===== src/rtl/dfe_pkg.sv =====
// dfe_pkg: shared parameters, state codes and entry layout for the data-frequency-extraction core
// Contents: log2 helper, array/hash geometry, MASK, occurrence entry struct, FSM state codes
// shared with the crossbar switch.
package dfe_pkg;

    function automatic int log2(input int n);
        int r;
        r = 0;
        for (int i = 0; i < 31; i++) if ((1 << i) < n) r = i + 1;
        return r;
    endfunction

    localparam int LENGTH_ARRAY      = 100;
    localparam int LAW               = log2(LENGTH_ARRAY);
    localparam int DATA_INDEX_WIDTH  = 32;
    localparam int BIT_ON_TAILS      = 7;
    localparam int LENGTH_HASH_ARRAY = 1 << BIT_ON_TAILS;
    localparam logic [DATA_INDEX_WIDTH-1:0] MASK = DATA_INDEX_WIDTH'(LENGTH_HASH_ARRAY - 1);
    localparam int CNT_W             = LAW + 1;

    typedef struct packed {
        logic                        valid;
        logic [DATA_INDEX_WIDTH-1:0] key;
        logic [CNT_W-1:0]            count;
    } entry_t;

    localparam int ENTRY_W = $bits(entry_t);

    localparam logic [3:0] ST_WAIT         = 4'd0;
    localparam logic [3:0] ST_WAIT_INT     = 4'd1;
    localparam logic [3:0] ST_FETCH        = 4'd2;
    localparam logic [3:0] ST_WAIT_DATA    = 4'd3;
    localparam logic [3:0] ST_FIRST_TEMP   = 4'd4;
    localparam logic [3:0] ST_WAIT_TEMP    = 4'd5;
    localparam logic [3:0] ST_RD_HASH      = 4'd6;
    localparam logic [3:0] ST_COLL_CAL     = 4'd7;
    localparam logic [3:0] ST_HASH_BUILD   = 4'd8;

    typedef enum logic [3:0] {
        S_WAIT       = ST_WAIT,
        S_WAIT_INT   = ST_WAIT_INT,
        S_FETCH      = ST_FETCH,
        S_WAIT_DATA  = ST_WAIT_DATA,
        S_FIRST_TEMP = ST_FIRST_TEMP,
        S_WAIT_TEMP  = ST_WAIT_TEMP,
        S_RD_HASH    = ST_RD_HASH,
        S_COLL_CAL   = ST_COLL_CAL,
        S_HASH_BUILD = ST_HASH_BUILD
    } state_t;

endpackage


===== src/rtl/hash_build_ctrl_if.sv =====
// hash_build_ctrl_if: data-array read port and hash-table port of the hash-build controller
// master (controller): drives data_rd_en/data_rd_addr, hash_rd_en/hash_wr_en/hash_addr/hash_wr_data;
//                      receives data_valid/data_in, hash_rd_data (one cycle after hash_rd_en).
// slave (memories):    the mirror image.
interface hash_build_ctrl_if;
    import dfe_pkg::*;
    logic                        data_rd_en;
    logic [LAW-1:0]              data_rd_addr;
    logic                        data_valid;
    logic [DATA_INDEX_WIDTH-1:0] data_in;
    logic                        hash_rd_en;
    logic                        hash_wr_en;
    logic [BIT_ON_TAILS-1:0]     hash_addr;
    logic [ENTRY_W-1:0]          hash_wr_data;
    logic [ENTRY_W-1:0]          hash_rd_data;

    modport master (
        output data_rd_en, data_rd_addr, hash_rd_en, hash_wr_en, hash_addr, hash_wr_data,
        input  data_valid, data_in, hash_rd_data
    );

    modport slave (
        input  data_rd_en, data_rd_addr, hash_rd_en, hash_wr_en, hash_addr, hash_wr_data,
        output data_valid, data_in, hash_rd_data
    );
endinterface


===== src/rtl/hash_probe_unit.sv =====
// hash_probe_unit: linear-probe address and count, entry capture, key compare and count update
// Ports: clk, rst (sync active-low); init loads probe_addr=key&MASK and clears probe_cnt;
// capture latches rd_entry; step advances the probe (wrapping 127->0); outputs probe_addr,
// last_probe (probe_cnt==127), collide (captured entry valid with another key) and wr_entry.
module hash_probe_unit
    import dfe_pkg::*;
(
    input  logic                        clk,
    input  logic                        rst,
    input  logic                        init,
    input  logic                        capture,
    input  logic                        step,
    input  logic [DATA_INDEX_WIDTH-1:0] key,
    input  entry_t                      rd_entry,
    output logic [BIT_ON_TAILS-1:0]     probe_addr,
    output logic                        last_probe,
    output logic                        collide,
    output entry_t                      wr_entry
);
    logic [BIT_ON_TAILS-1:0] probe_addr_q, probe_addr_d, probe_cnt_q, probe_cnt_d;
    entry_t                  entry_q, entry_d;
    logic                    hit;

    always_comb begin
        probe_addr_d = init ? BIT_ON_TAILS'(key & MASK) : step ? probe_addr_q + 1'b1 : probe_addr_q;
        probe_cnt_d  = init ? '0 : step ? probe_cnt_q + 1'b1 : probe_cnt_q;
        entry_d      = capture ? rd_entry : entry_q;
    end

    always_ff @(posedge clk) begin
        if (!rst) begin
            probe_addr_q <= '0;
            probe_cnt_q  <= '0;
            entry_q      <= '0;
        end else begin
            probe_addr_q <= probe_addr_d;
            probe_cnt_q  <= probe_cnt_d;
            entry_q      <= entry_d;
        end
    end

    assign probe_addr = probe_addr_q;
    assign last_probe = &probe_cnt_q;
    assign hit        = entry_q.valid && entry_q.key == key;
    assign collide    = entry_q.valid && entry_q.key != key;
    // An empty slot starts a fresh count of one; a hit bumps the stored count.
    assign wr_entry   = {1'b1, key, hit ? entry_q.count + 1'b1 : CNT_W'(1)};
endmodule


===== src/rtl/hash_build_ctrl.sv =====
// hash_build_ctrl: per-processor hash-table builder with linear probing and crossbar park/resume
// Ports: clk, rst (sync active-low); start_index/end_index pass window; bus (hash_build_ctrl_if.master)
// carries the data-array and hash-table ports; state/index exported to the crossbar; interrupt parks
// the walk at the next Fetch, cont (rising edge) starts or resumes; waiting, sticky done/overflow,
// collision_cnt. Optional macro HASH_COLLISION_STAT_EN builds the saturating collision counter;
// without it collision_cnt is tied to 0.
module hash_build_ctrl
    import dfe_pkg::*;
(
    input  logic                 clk,
    input  logic                 rst,
    input  logic [LAW-1:0]       start_index,
    input  logic [LAW-1:0]       end_index,
    hash_build_ctrl_if.master    bus,
    output logic [3:0]           state,
    output logic [LAW-1:0]       index,
    input  logic                 interrupt,
    input  logic                 cont,
    output logic                 waiting,
    output logic                 done,
    output logic                 overflow,
    output logic [15:0]          collision_cnt
);
    state_t                      state_q, state_d;
    logic [LAW-1:0]              index_q, index_d, data_rd_addr_q, data_rd_addr_d;
    logic [DATA_INDEX_WIDTH-1:0] key_q, key_d;
    entry_t                      hash_wr_data_q, hash_wr_data_d, wr_entry;
    logic                        waiting_q, waiting_d, done_q, done_d, overflow_q, overflow_d;
    logic                        data_rd_en_q, data_rd_en_d, hash_rd_en_q, hash_rd_en_d;
    logic                        hash_wr_en_q, hash_wr_en_d, int_pend_q, int_pend_d, cont_q;
    logic                        cont_rise, last_probe, collide;
    logic [BIT_ON_TAILS-1:0]     probe_addr;

    hash_probe_unit u_probe (
        .clk        (clk),
        .rst        (rst),
        .init       (state_q == S_FIRST_TEMP),
        .capture    (state_q == S_RD_HASH),
        .step       (state_q == S_COLL_CAL && collide && !last_probe),
        .key        (key_q),
        .rd_entry   (bus.hash_rd_data),
        .probe_addr (probe_addr),
        .last_probe (last_probe),
        .collide    (collide),
        .wr_entry   (wr_entry)
    );

    always_comb begin
        cont_rise      = cont & ~cont_q;
        state_d        = state_q;
        index_d        = index_q;
        key_d          = key_q;
        data_rd_addr_d = data_rd_addr_q;
        hash_wr_data_d = hash_wr_data_q;
        done_d         = done_q;
        overflow_d     = overflow_q;
        int_pend_d     = int_pend_q | interrupt;
        data_rd_en_d   = 1'b0;
        hash_wr_en_d   = 1'b0;
        case (state_q)
            S_WAIT: if (cont_rise && !done_q) begin
                index_d = start_index;
                state_d = S_FETCH;
            end
            S_WAIT_INT: state_d = cont_rise ? S_FETCH : S_WAIT_INT;
            S_FETCH: begin
                int_pend_d = 1'b0;
                if (interrupt || int_pend_q) state_d = S_WAIT_INT;
                else begin
                    data_rd_en_d   = 1'b1;
                    data_rd_addr_d = index_q;
                    state_d        = S_WAIT_DATA;
                end
            end
            S_WAIT_DATA: if (bus.data_valid) begin
                key_d   = bus.data_in;
                state_d = S_FIRST_TEMP;
            end
            S_FIRST_TEMP: state_d = S_WAIT_TEMP;
            S_WAIT_TEMP:  state_d = S_RD_HASH;
            S_RD_HASH:    state_d = S_COLL_CAL;
            S_COLL_CAL: begin
                if (!collide) begin
                    hash_wr_en_d   = 1'b1;
                    hash_wr_data_d = wr_entry;
                    state_d        = S_HASH_BUILD;
                end else if (last_probe) begin
                    // Whole table probed without a free slot: drop the element.
                    overflow_d = 1'b1;
                    state_d    = S_HASH_BUILD;
                end else state_d = S_WAIT_TEMP;
            end
            S_HASH_BUILD: if (index_q == end_index) begin
                done_d  = 1'b1;
                state_d = S_WAIT;
            end else begin
                index_d = index_q + 1'b1;
                state_d = S_FETCH;
            end
            default: state_d = S_WAIT;
        endcase
        // Enables are registered so they are visible in the state they belong to.
        hash_rd_en_d = state_d == S_WAIT_TEMP;
        waiting_d    = state_d == S_WAIT || state_d == S_WAIT_INT;
    end

    always_ff @(posedge clk) begin
        if (!rst) begin
            state_q        <= S_WAIT;
            index_q        <= '0;
            key_q          <= '0;
            data_rd_addr_q <= '0;
            hash_wr_data_q <= '0;
            waiting_q      <= 1'b1;
            done_q         <= 1'b0;
            overflow_q     <= 1'b0;
            data_rd_en_q   <= 1'b0;
            hash_rd_en_q   <= 1'b0;
            hash_wr_en_q   <= 1'b0;
            int_pend_q     <= 1'b0;
            cont_q         <= 1'b0;
        end else begin
            state_q        <= state_d;
            index_q        <= index_d;
            key_q          <= key_d;
            data_rd_addr_q <= data_rd_addr_d;
            hash_wr_data_q <= hash_wr_data_d;
            waiting_q      <= waiting_d;
            done_q         <= done_d;
            overflow_q     <= overflow_d;
            data_rd_en_q   <= data_rd_en_d;
            hash_rd_en_q   <= hash_rd_en_d;
            hash_wr_en_q   <= hash_wr_en_d;
            int_pend_q     <= int_pend_d;
            cont_q         <= cont;
        end
    end

`ifdef HASH_COLLISION_STAT_EN
    logic [15:0] collision_cnt_q, collision_cnt_d;

    always_comb
        collision_cnt_d = (state_q == S_COLL_CAL && collide && collision_cnt_q != 16'hFFFF)
                          ? collision_cnt_q + 1'b1 : collision_cnt_q;

    always_ff @(posedge clk) collision_cnt_q <= !rst ? '0 : collision_cnt_d;

    assign collision_cnt = collision_cnt_q;
`else
    assign collision_cnt = '0;
`endif

    assign state            = state_q;
    assign index            = index_q;
    assign waiting          = waiting_q;
    assign done             = done_q;
    assign overflow         = overflow_q;
    assign bus.data_rd_en   = data_rd_en_q;
    assign bus.data_rd_addr = data_rd_addr_q;
    assign bus.hash_rd_en   = hash_rd_en_q;
    assign bus.hash_wr_en   = hash_wr_en_q;
    assign bus.hash_addr    = probe_addr;
    assign bus.hash_wr_data = hash_wr_data_q;
endmodule


===== src/flat_wrapper.sv =====
// flat-port wrapper written by rule: the top's interface ports become plain ports
module hash_build_ctrl_flat import dfe_pkg::*;
  (clk, rst, start_index, end_index, state, index, interrupt, cont, waiting, done, overflow, collision_cnt, bus_data_rd_en, bus_data_rd_addr, bus_hash_rd_en, bus_hash_wr_en, bus_hash_addr, bus_hash_wr_data, bus_data_valid, bus_data_in, bus_hash_rd_data);
  hash_build_ctrl_if bus_i ();
  input  logic clk;
  input  logic rst;
  input  logic [LAW-1:0] start_index;
  input  logic [LAW-1:0] end_index;
  output logic [3:0] state;
  output logic [LAW-1:0] index;
  input  logic interrupt;
  input  logic cont;
  output logic waiting;
  output logic done;
  output logic overflow;
  output logic [15:0] collision_cnt;
  output wire logic [$bits(bus_i.data_rd_en)-1:0] bus_data_rd_en;
  output wire logic [$bits(bus_i.data_rd_addr)-1:0] bus_data_rd_addr;
  output wire logic [$bits(bus_i.hash_rd_en)-1:0] bus_hash_rd_en;
  output wire logic [$bits(bus_i.hash_wr_en)-1:0] bus_hash_wr_en;
  output wire logic [$bits(bus_i.hash_addr)-1:0] bus_hash_addr;
  output wire logic [$bits(bus_i.hash_wr_data)-1:0] bus_hash_wr_data;
  input wire logic [$bits(bus_i.data_valid)-1:0] bus_data_valid;
  input wire logic [$bits(bus_i.data_in)-1:0] bus_data_in;
  input wire logic [$bits(bus_i.hash_rd_data)-1:0] bus_hash_rd_data;
  assign bus_data_rd_en = bus_i.data_rd_en;
  assign bus_data_rd_addr = bus_i.data_rd_addr;
  assign bus_hash_rd_en = bus_i.hash_rd_en;
  assign bus_hash_wr_en = bus_i.hash_wr_en;
  assign bus_hash_addr = bus_i.hash_addr;
  assign bus_hash_wr_data = bus_i.hash_wr_data;
  assign bus_i.data_valid = bus_data_valid;
  assign bus_i.data_in = bus_data_in;
  assign bus_i.hash_rd_data = bus_hash_rd_data;
  hash_build_ctrl u_core (.clk(clk), .rst(rst), .start_index(start_index), .end_index(end_index), .bus(bus_i), .state(state), .index(index), .interrupt(interrupt), .cont(cont), .waiting(waiting), .done(done), .overflow(overflow), .collision_cnt(collision_cnt));
endmodule

===== config.mk =====
export PLATFORM = sky130hd
export DESIGN_NAME = hash_build_ctrl_flat
export DESIGN_NICKNAME = d
export VERILOG_FILES = /design/src/rtl/dfe_pkg.sv /design/src/rtl/hash_build_ctrl_if.sv /design/src/rtl/hash_probe_unit.sv /design/src/rtl/hash_build_ctrl.sv /design/src/flat_wrapper.sv
export SDC_FILE = /design/constraint.sdc
export NUM_CORES = 1
export LEC_CHECK = 0
export ABC_CLOCK_PERIOD_IN_PS = 2200
export CAP_MARGIN = 15
export CORE_MARGIN = 10
export CORE_UTILIZATION = 35
export CTS_CLUSTER_DIAMETER = 150
export DETAILED_ROUTE_END_ITERATION = 12
export PLACE_DENSITY = 0.6
export SYNTH_ARGS = -nofsm -noshare
export SYNTH_HDL_FRONTEND = slang
export SYNTH_SLANG_ARGS = --single-unit

===== constraint.sdc =====
create_clock -name clk -period 2.2 [get_ports clk]
set_input_delay 0.44 -clock clk [delete_from_list [all_inputs] [get_ports clk]]
set_output_delay 0.44 -clock clk [all_outputs]
set_load 0.005 [all_outputs]

==> run summary <==
The run finished with clean final reports. The H-tree depth came out at 4. Of the total power, the clock network draws 46.7%. In the synthesized netlist, the number of instances is 796. The shortest period the worst path allows came out at 2.10 ns. In the post-synthesis netlist, the biggest area contributors are sky130_fd_sc_hd__dfxtp_1 46%, sky130_fd_sc_hd__nand2_1 13%, sky130_fd_sc_hd__a21oi_1 6.7%. The worst setup path is of the reg -> reg kind. For this run, the top clock speed supported by timing is 476 MHz.

Measured along the x axis, the die boundary spans 158 um. The clock network latency to the later pin of the worst-skew pair is 0.43 ns. In the layout the commonest cells are 223 x sky130_fd_sc_hd__nand2_1, 162 x sky130_fd_sc_hd__clkdlybuf4s50_1, 153 x sky130_fd_sc_hd__dfxtp_1. The async set-reset flop share out of synthesis came out at 0%. The data arrival time of the worst path is 2.46 ns. The worst-case IR drop observed on VDD is 0.481 mV. Prior to clock tree synthesis, the placed netlist has a worst setup slack of -0.0102 ns. The total I/O pin count is 180.

The maximum number of pins on one net before global-route repair is 64. The initial core utilization came out at 35.7%. The global-route wire length before repair is 31,700 um. The overall via count from detail_route is 5,836. The total power per unit cell area is 697 mW/mm^2. The total global-route track usage is 16.1%.

The final clock skew is 0.0111 ns. The worst register-to-register path has a depth of 8. Yosys printed 0 warnings. The core utilization of the finished layout came out at 49.9%. The worst hold path passes through 3 cells. The worst hold slack across all endpoints is 0.439 ns.

The global route total overflow is 0. The placeable core area is 0.0188 mm^2. The most common cell after layout, fill and taps aside is sky130_fd_sc_hd__nand2_1. During placement, the flow inserted port buffers numbering 163. The synthesized design spends more area on one cell type than any other, namely sky130_fd_sc_hd__dfxtp_1. After synthesis, the netlist uses 52 different library cells. The count of flip-flops with a built-in enable after synthesis came out at 0.

The clock tree from TritonCTS is done. The overall power of the completed layout came out at 6.53 mW. After detailed routing, the number of remaining DRC violations is 0. The detailed-route vias per instance came out at 4.81. The placed wire-length estimate came out at 14,900 um. The number of endpoints failing setup at the final stage is 0.

The count of nets after finishing came out at 1,063. The initialized floorplan defines 50 standard-cell rows. The antenna violation net count after detailed routing is 0. The capturing element type of the critical path is a register. The master cell of the clock root buffer is sky130_fd_sc_hd__clkbuf_16. The critical path starts at u_core.key_q[22]. Routability-driven placement finished with a final weighted congestion of 0.797.

The total internal power is 4.91 mW. The number of antenna diodes in the final layout is 0. In the finished design, the share of the clock period the worst path needs comes to 95.6%. The power spent charging and discharging nets is 1.62 mW. The worst hold path begins at rst. In this run the static leakage power is 3.54 nW. The post-route worst setup slack is 0.0973 ns.

The critical path required time came out at 2.55 ns. The headroom to the max-slew limit is 41.4%. The floorplan step defined a die boundary enclosing 0.0251 mm^2. The number of buffers between clock root and the deepest sink is 2.

The via count of the first global-routing pass came out at 5,694. The finished cells cover 0.00936 mm^2. The combinational share of power is 9.3%. The sort of element at the start of the critical path is a register. Among all flip-flop cells after synthesis, the most frequent one is sky130_fd_sc_hd__dfxtp_1. Clock-pin slew was measured on the worst setup and hold paths at 0.07 ns. After synthesis the cells add up to 0.00670 mm^2. Counting flops and latches in the post-synthesis netlist gives 154.

The post-route netlist has 10.2% of its cells at a drive strength greater than 1. The floorplan die height came out at 158 um. The average footprint of a synthesized cell came out at 8.41 um^2. The clock drives 154 sinks. In this run the cell area measured after placement is 0.00867 mm^2. After synthesis, flip-flops and latches occupy 46.0% of the total area. The final number of max-transition violations is 0. The mean routed wirelength per cell is 16.7 um. The sequential group share of total power came out at 44.0%. The class of the tightest hold or removal check is in -> reg. The worst-margin pin slew came out at 0.880 ns.

The count of routing violations after the opening detailed-route iteration is 323. The count of endpoints failing hold in the final timing report came out at 0. Of all nets on the critical path, the largest fanout is 17.

The first detailed-routing pass took 4 iterations. Wires add up to 20,300 um. The launch instance of the worst register-to-register path is u_core.key_q[22]. The number of clock buffers added by TritonCTS is 17. The worst setup slack for register-to-register paths is 0.1 ns. The initial antenna violation count is 2. The count of max-cap constraint violations is 0.

The area overhead of the layout relative to synthesis is 39.8%. The fraction of post-synthesis cell area in the top cell type by area is 46.0%. The switching part of the total power came out at 24.8%.
flip-flops by register name, indices dropped and copies added, names as in the netlist, 4 cells and up:
signal and flops:
u_core.u_probe.probe_cnt_q 7, u_core.state 4, u_core.bus.data_rd_addr 7, u_core.bus.hash_wr_data 41, u_core.u_probe.probe_addr 7, u_core.key_q 32, u_core.index 7, u_core.u_probe.entry_q 41
power by group through the flow:
stage / Combinational (mW) / Sequential (mW) / Clock (mW)
after CTS: 0.605 / 2.87 / 3.13
final: 0.606 / 2.87 / 3.05
after global routing: 0.664 / 2.87 / 3.25
after global placement: 0.605 / 2.93 / 0
after floorplan: 0.295 / 2.92 / 0
after detailed placement: 0.603 / 2.93 / 0
cell families after synthesis:
kind of cell,after synthesis,synth area share (%)
xor+xnor,49,6.41
other cells,1,0.0560
fa+ha+maj,4,0.747
simple gates,326,21.4
buf+inv,74,6.04
compound gates,146,13.0
flops,154,46.0
mux,42,6.30
per-layer routing:
metal,track usage [%],vias up,wire [um]
li1,-,2992,-
met1,20.0,2687,8900
met2,26.2,142,9750
met3,5.29,15,1410
met4,4.23,0,217
met5,0,-,0
stage by stage:
step	std cells	setup TNS [ns]
after global placement	1179	-0.000971
after CTS	1211	0
after global routing	1214	-0.0334
final	1214	0
after floorplan	811	0
after detailed placement	1179	-0.0151
Yosys cell counts, drive strengths merged, types with 8 or more instances:
library cell,instances
a21oi,91
clkbuf,41
mux2i,41
nand2,224
a31oi,8
nor4,9
dfxtp,154
xor2,44
or3,8
nand3,19
nor2,28
o21ai,17
buf,26
final cells by class:
class                           instances  area [um^2]
Multi-Input combinational cell        583         3300
Tap cell                              234          293
Timing Repair Buffer                  204         2040
Sequential cell                       154         3080
Inverter                                7         27.5
Clock buffer                           18          439
Clock inverter                         14          174
Fill cell                            1829         9410
final timing paths:
| kind | to |
|---|---|
| max reg2reg | u_core.bus.hash_wr_data[25] |
| max | u_core.bus.hash_wr_data[25] |
| min reg2reg | u_core.bus.hash_wr_data[24] |
| min | u_core.u_probe.probe_addr[5] |
critical path: stages (launching register included):
cell and delay (ns):
sky130_fd_sc_hd__dfxtp_1 0.34, sky130_fd_sc_hd__xor2_1 0.18, sky130_fd_sc_hd__nor4_2 0.31, sky130_fd_sc_hd__nand4_1 0.17, sky130_fd_sc_hd__or2_4 0.33, sky130_fd_sc_hd__a21oi_4 0.16
sky130_fd_sc_hd__buf_12 0.14, sky130_fd_sc_hd__buf_12 0.17, sky130_fd_sc_hd__mux2i_1 0.19
repair_timing:
| item | 4_1_cts | 5_1_grt |
|---|---|---|
| gates resized for setup | 0 | 6 |
| setup buffers | 0 | 2 |
| setup endpoints to repair | 0 | 37 |
| hold buffers | 0 | 0 |
| endpoints found under the hold margin | 0 | 0 |
(Power assumes the default switching activity.)
